--- src/rtl/regfile_reader_pkg.sv ---
// rtl/regfile_reader_pkg.sv - shared state encoding and default widths for the register-file reader
// Contents: state_t (IDLE/READ/HOLD/DONE) and default word, address and count widths.
package regfile_reader_pkg;

  localparam int WIDTH_DEFAULT       = 32;
  localparam int ADDR_WIDTH_DEFAULT  = 5;
  localparam int COUNT_WIDTH_DEFAULT = 6;

  typedef enum logic [1:0] {
    ST_IDLE = 2'd0,
    ST_READ = 2'd1,
    ST_HOLD = 2'd2,
    ST_DONE = 2'd3
  } state_t;

endpackage

--- src/rtl/reader_bypass_mux.sv ---
// rtl/reader_bypass_mux.sv - selects the word captured by the reader (snooped write, zero force, or rf_rdata)
// Ports:
//   addr     - address being read this cycle
//   rf_rdata - combinational read data from the register file
//   wr_en, wr_addr, wr_data - snooped register-file write port
//   data     - selected word
// Macro READ_ZERO_FORCE_EN: when defined, address 0 always reads as zero.
module reader_bypass_mux #(
  parameter int width      = 32,
  parameter int addr_width = 5
) (
  input  logic [addr_width-1:0] addr,
  input  logic [width-1:0]      rf_rdata,
  input  logic                  wr_en,
  input  logic [addr_width-1:0] wr_addr,
  input  logic [width-1:0]      wr_data,
  output logic [width-1:0]      data
);

  always_comb begin
    data = rf_rdata;
`ifdef READ_ZERO_FORCE_EN
    // Address 0 mirrors the hardwired zero register; a write to it is discarded.
    if (addr == '0) begin
      data = '0;
    end else if (wr_en && (wr_addr == addr)) begin
      data = wr_data;
    end
`else
    // A write landing on the same edge as the read must be seen with its new value.
    if (wr_en && (wr_addr == addr)) begin
      data = wr_data;
    end
`endif
  end

endmodule

--- src/rtl/regfile_reader.sv ---
// rtl/regfile_reader.sv - streams a contiguous register-file address range out over valid/ready
// Ports:
//   clk, reset_n            - clock (rising edge), asynchronous active-low reset
//   start, base_addr, count - dump request, sampled only in IDLE
//   rf_raddr, rf_rdata      - combinational register-file read port
//   wr_en, wr_addr, wr_data - snooped register-file write port
//   out_data, out_addr, out_valid, out_ready - registered output stream
//   busy, done              - busy outside IDLE, done pulses for one cycle at the end
// Macro READ_ZERO_FORCE_EN: see reader_bypass_mux.
module regfile_reader
  import regfile_reader_pkg::*;
#(
  parameter int width       = WIDTH_DEFAULT,
  parameter int addr_width  = ADDR_WIDTH_DEFAULT,
  parameter int count_width = COUNT_WIDTH_DEFAULT
) (
  input  logic                   clk,
  input  logic                   reset_n,
  input  logic                   start,
  input  logic [addr_width-1:0]  base_addr,
  input  logic [count_width-1:0] count,
  output logic [addr_width-1:0]  rf_raddr,
  input  logic [width-1:0]       rf_rdata,
  input  logic                   wr_en,
  input  logic [addr_width-1:0]  wr_addr,
  input  logic [width-1:0]       wr_data,
  output logic [width-1:0]       out_data,
  output logic [addr_width-1:0]  out_addr,
  output logic                   out_valid,
  input  logic                   out_ready,
  output logic                   busy,
  output logic                   done
);

  state_t                 state, state_next;
  logic [addr_width-1:0]  cur;
  logic [count_width-1:0] rem;
  logic [width-1:0]       captured;
  logic                   handshake;
  logic                   last_word;

  assign handshake = (state == ST_HOLD) && out_valid && out_ready;
  assign last_word = (rem == count_width'(1));

  // cur is always presented; outside READ the read data is simply ignored.
  assign rf_raddr = cur;
  assign busy     = (state != ST_IDLE);
  assign done     = (state == ST_DONE);

  reader_bypass_mux #(
    .width      (width),
    .addr_width (addr_width)
  ) u_bypass (
    .addr     (cur),
    .rf_rdata (rf_rdata),
    .wr_en    (wr_en),
    .wr_addr  (wr_addr),
    .wr_data  (wr_data),
    .data     (captured)
  );

  always_ff @(posedge clk or negedge reset_n) begin
    if (!reset_n) begin
      state <= ST_IDLE;
    end else begin
      state <= state_next;
    end
  end

  always_comb begin
    state_next = state;
    case (state)
      ST_IDLE: begin
        if (start) begin
          state_next = (count == '0) ? ST_DONE : ST_READ;
        end
      end
      ST_READ: state_next = ST_HOLD;
      ST_HOLD: begin
        if (handshake) begin
          state_next = last_word ? ST_DONE : ST_READ;
        end
      end
      ST_DONE: state_next = ST_IDLE;
      default: state_next = ST_IDLE;
    endcase
  end

  always_ff @(posedge clk or negedge reset_n) begin
    if (!reset_n) begin
      cur       <= '0;
      rem       <= '0;
      out_data  <= '0;
      out_addr  <= '0;
      out_valid <= 1'b0;
    end else begin
      case (state)
        ST_IDLE: begin
          if (start && (count != '0)) begin
            cur <= base_addr;
            rem <= count;
          end
        end
        ST_READ: begin
          out_data  <= captured;
          out_addr  <= cur;
          out_valid <= 1'b1;
        end
        ST_HOLD: begin
          if (handshake) begin
            out_valid <= 1'b0;
            rem       <= rem - count_width'(1);
            // Address wraps naturally at 2^addr_width.
            if (!last_word) begin
              cur <= cur + addr_width'(1);
            end
          end
        end
        default: begin
        end
      endcase
    end
  end

endmodule

--- config.mk ---
export PLATFORM = sky130hd
export DESIGN_NAME = regfile_reader
export DESIGN_NICKNAME = d
export VERILOG_FILES = /design/src/rtl/regfile_reader_pkg.sv /design/src/rtl/reader_bypass_mux.sv /design/src/rtl/regfile_reader.sv
export SDC_FILE = /design/constraint.sdc
export NUM_CORES = 1
export LEC_CHECK = 0
export BUFFER_PORTS_ARGS = -buffer_cell sky130_fd_sc_hd__clkbuf_2
export CAP_MARGIN = 20
export CORE_MARGIN = 5
export CORE_UTILIZATION = 45
export CTS_BUF_LIST = sky130_fd_sc_hd__clkbuf_4 sky130_fd_sc_hd__clkbuf_8
export DETAILED_ROUTE_END_ITERATION = 8
export HOLD_SLACK_MARGIN = 0.12
export PLACE_DENSITY = 0.78
export SETUP_SLACK_MARGIN = 0.05
export SLEW_MARGIN = 20
export SYNTH_ARGS = -nofsm -noshare
export SYNTH_HDL_FRONTEND = slang
export SYNTH_SLANG_ARGS = --single-unit
--- constraint.sdc ---
create_clock -name clk -period 2.2 [get_ports clk]
set_input_delay 0 -clock clk [delete_from_list [all_inputs] [get_ports clk]]
set_output_delay 0 -clock clk [all_outputs]
set_load 0.05 [all_outputs]
# Yosys cells after proc, flatten, opt, wreduce, memory -nomap -nowiden
# Index checks and enable logic that the tools add are counted.
dict set report totals {
  ff_bits 51
  output_inout_bits 45
}
dict set report classes {
  addsub 2
  n_eq_ne 9
  mux 15
  n_reduce_logical 14
}
# operator count
set ops {}
lappend ops {{$mux W32} 1}
lappend ops {{$mux W5} 3}
lappend ops {{$mux W6} 2}
lappend ops {{$pmux W6 S2} 1}
lappend ops {{$pmux W5 S2} 1}
lappend ops {{$mux W2} 4}
lappend ops {{$ne A2 B2 Y1 const B} 4}
lappend ops {{$pmux W2 S4} 1}
lappend ops {{$eq A6 B1 Y1 const B} 1}
lappend ops {{$logic_not A6 Y1} 1}
lappend ops {{$reduce_bool A2 Y1} 3}
lappend ops {{$reduce_bool A6 Y1} 1}
lappend ops {{$sub A6 B1 Y6 const B} 1}
lappend ops {{$add A5 B1 Y5 const B} 1}
lappend ops {{$eq A5 B5 Y1} 1}
lappend ops {{$eq A2 B2 Y1 const B} 2}
lappend ops {{$logic_and A1 B1 Y1} 4}
lappend ops {{$reduce_and A2 Y1} 2}
lappend ops {{$reduce_and A4 Y1} 1}
lappend ops {{$reduce_and A3 Y1} 1}
lappend ops {{$eq A2 B1 Y1 const B} 1}
lappend ops {{$logic_not A2 Y1} 1}
lappend ops {{$pmux W1 S2} 1}
lappend ops {{$mux W1} 1}

# Logic depth before layout (Yosys ltp)
dict set report logic_depth {
  ltp_word 5
  mapped_depth 6
  mapped_depth_nobuf 6
}

# Cells and area by module
# A second synthesis with hierarchy kept.
dict set report hier_totals {
  hier_cells 235
  area_unflattened_um2 2934.1
}
# mod instances cells_per_inst area_each_um2 seq_area_each_um2
set by_module_without_submodules {}
lappend by_module_without_submodules {regfile_reader 1 192 2333.5 1276.2}
lappend by_module_without_submodules {reader_bypass_mux 1 43 600.6 0.0}

# Least setup slack after synthesis
# No wires, ideal clock.
dict set report synth_timing {
  path_kind {reg-to-reg}
  start {register cur[4], in the netlist rf_raddr[4]}
  end {register out_data[0]}
  arrival_ns 1.666
  setup_slack_ns 0.452
  path_stages_with_launch 7
  n_path_buf 2
  synth_period_minus_slack_ns 1.748
  path_cell_list {dfrtp_1 -> xnor2_1 -> and2_1 -> clkbuf_1 -> clkbuf_1 -> nand3_1 -> a31oi_1}
}
dict set report synth_between {
  elab_chain_cells 3
}
# element line
set synth_lines {}
lappend synth_lines {{start, declared} regfile_reader.sv:36} ;# logic [addr_width-1:0] cur;
lappend synth_lines {{start signal, assigned} regfile_reader.sv:100} ;# cur <= base_addr;
lappend synth_lines {{start signal, assigned} regfile_reader.sv:115} ;# cur <= cur + addr_width'(1);
lappend synth_lines {{$eq A5 B5 Y1} reader_bypass_mux.sv:31} ;# if (wr_en && (wr_addr == addr)) begin
lappend synth_lines {{$logic_and A1 B1 Y1} reader_bypass_mux.sv:31}
lappend synth_lines {{$mux W32} reader_bypass_mux.sv:31}
lappend synth_lines {{end signal, assigned} regfile_reader.sv:105} ;# out_data <= captured;
lappend synth_lines {{end, declared} regfile_reader.sv:27} ;# output logic [width-1:0] out_data,
# Every way passes these cells.
# A chain may end at the register's enable or synchronous reset.

# Worst setup path in the final report
dict set report layout_timing {
  start {register cur[0], in the netlist rf_raddr[0]}
  end {register out_data[24]}
}
# The elaborated chain is that of the path after synthesis.

==> impl_metrics.env <==
export IMPL_synth_cells=306
export IMPL_finalSetupViolations=0
export IMPL_place_congestion=0.908
export IMPL_grt_pass1_vias=3209
export IMPL_wl_per_cell_um=16.9
export IMPL_coreArea_um2=5890
export IMPL_r2r_cells=6
export IMPL_synth_compound_area_share_pct=22.2
export IMPL_clkTransAtPathRegs_ps=90
export IMPL_grt_pass1_wl_um=15500
export IMPL_final_hold_violation_count=0
export IMPL_hold_worst_slack_ps=147
export IMPL_rows=28
export IMPL_dp_hpwl_um=5810
export IMPL_r2r_start="rf_raddr[0]"
export IMPL_drcViolationCount=0
export IMPL_dieArea_um2=7680
export IMPL_powerDensity_nw_per_um2=1390
export IMPL_cp_start_kind="flop"
export IMPL_synth_adder_area_share_pct=1.38
export IMPL_area_growth_pct=59.9
export IMPL_ios=130
export IMPL_worst_ir_drop_vdd_mv=0.898
export IMPL_synth_xor_area_share_pct=1.61
export IMPL_synth_seq_cells=51
export IMPL_htree_levels=2
export IMPL_final_setup_skew_ps=7.38
export IMPL_crit_start="rf_raddr[0]"
export IMPL_min_period_over_period_pct=92.4
export IMPL_rsz0062_at_grt="no"
export IMPL_cp_max_fo=32
export IMPL_leakage_nw=1.92
export IMPL_crit_path_cell_trace="xnor2_1 > and4_1 > buf_12 > nand3_1 > a31oi_1 > dlygate4sd3_1"
export IMPL_die_height_um=87.6
export IMPL_antenna_found_initial=0
export IMPL_cap_viol_max_count=0
export IMPL_antenna_left=0
export IMPL_path_delay_family="buffers and inverters"
export IMPL_path_depth=6
export IMPL_layout_commonest_cell="clkbuf_2"
export IMPL_cp_required_ps=2440
export IMPL_num_vias=3303
export IMPL_hp_class="in -> reg"
export IMPL_finalSetupTns_ps=0
export IMPL_syn_nets=394
export IMPL_drt_total_wl_um=9850
export IMPL_clock_sinks=51
export IMPL_io_buffer_count=129
export IMPL_synthSimpleGateAreaFrac_pct=18.9
export IMPL_muxShareOfSynthArea_pct=3.55
export IMPL_cpPeakStageDelay_ps=560
export IMPL_synth_edf_count=0
export IMPL_cp_end_kind="flop"
export IMPL_synthArstFlopShare_pct=100
export IMPL_synth_seq_area_share_pct=47.0
export IMPL_status="finished, final reports clean"
export IMPL_syn_avg_cell_area_um2=8.86
export IMPL_drt_iter0_drc=197
export IMPL_crit_end="out_data[24]"
export IMPL_crit_type="reg -> reg"
export IMPL_cts_tree="done"
export IMPL_synth_warnings=0
export IMPL_grt_ovfl_total=0
export IMPL_synth_top_family_by_area="compound AO/OA/AOI/OAI gates"
export IMPL_finalMaxSlewViolations=0
export IMPL_worst_pin_slew_ps=656
export IMPL_final_cell_mix="clkbuf_2 (129), dlygate4sd3_1 (78), dfrtp_1 (47), nor2_1 (39), nand3_1 (35)"
export IMPL_numCtsBuffers=5
export IMPL_track_usage_pct=25.6
export IMPL_viasPerCell=5.67
export IMPL_drive_gt1_share_pct=32.3
export IMPL_grt_max_degree=52
export IMPL_r2r_slack_ps=170
export IMPL_cp_arrival_ps=2270
export IMPL_first_pass_iters=5
export IMPL_min_delay_start="wr_en"
export IMPL_cts_root_buf="clkbuf_8"
export IMPL_max_freq_mhz=492
export IMPL_nets=593
export IMPL_r2r_end="out_data[24]"
export IMPL_initial_core_util_pct=46.1
export IMPL_cp_num_buf_inv=2
export IMPL_fin_crit_ps=2030
export IMPL_die_w_um=87.6
export IMPL_syn_area_um2=2710
export IMPL_cts_buffer_depth=2
export IMPL_slowest_stage="dlygate4sd3_1"
export IMPL_maxSlewHeadroom_pct=56.3
export IMPL_ys_flop_type="dfrtp_1"
export IMPL_yosysUniqueCellTypes=45
export IMPL_clock_latency_ps=300
sequential cells by signal (all words and copies together) (netlist names):
| signal | count |
|---|---|
| out_addr | 5 |
| out_data | 32 |
| out_valid | 1 |
| rem | 6 |
| rf_raddr | 5 |
| state | 2 |
cells by family after synthesis:
| group | Yosys count |
|---|---|
| buffers and inverters | 36 |
| AOI/OAI and AO/OA | 97 |
| muxes | 9 |
| adders and majority gates | 3 |
| DFF | 51 |
| xor gates and xnor gates | 5 |
| and+or+nand+nor | 105 |
synth_stat cells (5+ instances only):
library cell,instances,area share [%]
a21oi_1,9,1.7
nor2_1,39,5.4
inv_1,10,1.4
dfrtp_1,51,47
o21ai_0,33,6.1
nand2_1,7,0.97
mux2_2,5,2.1
a31oi_1,34,7.8
clkbuf_1,18,2.5
xnor2_1,5,1.6
nand3_1,35,6.5
buf_2,7,1.3
metrics by stage:
stage                     cell area (um^2)  util [%]  setup slack (ps)  power [mW]  std cells
after floorplan                       2710         -               452        4.38        306
after global placement                3440      58.4               464        5.21        495
after detailed placement              3440      58.4               405        5.28        495
after CTS                             4300      73.1              76.1        5.97        580
after global routing                  4330      73.6              40.9        6.43        580
final                                 4340      73.7               168        6.04        583
layer usage:
metal | track usage (%) | part of all wire (%)
met1 | 32.0 | 38
met4 | 11.9 | 3.8
met2 | 42.7 | 49
met3 | 4.70 | 8.9
met5 | 0 | 0
final cells by class:
class / instances / area, um^2
Fill cell: 408 / 1550
Timing Repair Buffer: 218 / 1530
Multi-Input combinational cell: 219 / 1300
Inverter: 10 / 37.5
Clock inverter: 1 / 5.00
Antenna cell: 3 / 7.51
Clock buffer: 6 / 82.6
Sequential cell: 51 / 1280
Tap cell: 75 / 93.8
worst register-to-register path, cell delays in order (launching register included):
cell           delay [ps]
dfrtp_1               470
xnor2_1               210
and4_1                250
buf_12                200
nand3_1               110
a31oi_1               160
dlygate4sd3_1         560
how the worst min path moves through the flow:
| stage | endpoint | slack, ps | cells past startpoint |
|---|---|---|---|
| floorplan | out_addr[0] | -300 | 0 |
| global placement | out_data[0] | 160 | 2 |
| detailed placement | out_data[0] | 150 | 2 |
| CTS | out_data[29] | 160 | 4 |
| global route | out_data[29] | 180 | 4 |
| finish | out_data[29] | 150 | 4 |
repair_timing:
action                     CTS  global route
setup endpoints to repair    0             2
setup buffers                0             0
hold buffers                78             0
hold endpoints to repair    96             0
gates resized for setup      0             9
report_power, final:
part           total, mW  leakage, nW  internal, mW  switching [mW]
Combinational       3.72         1.31          1.13            2.59
Clock              0.545       0.0471         0.248           0.298
Sequential          1.77        0.563          1.40           0.376
(Power assumes the default switching activity.)
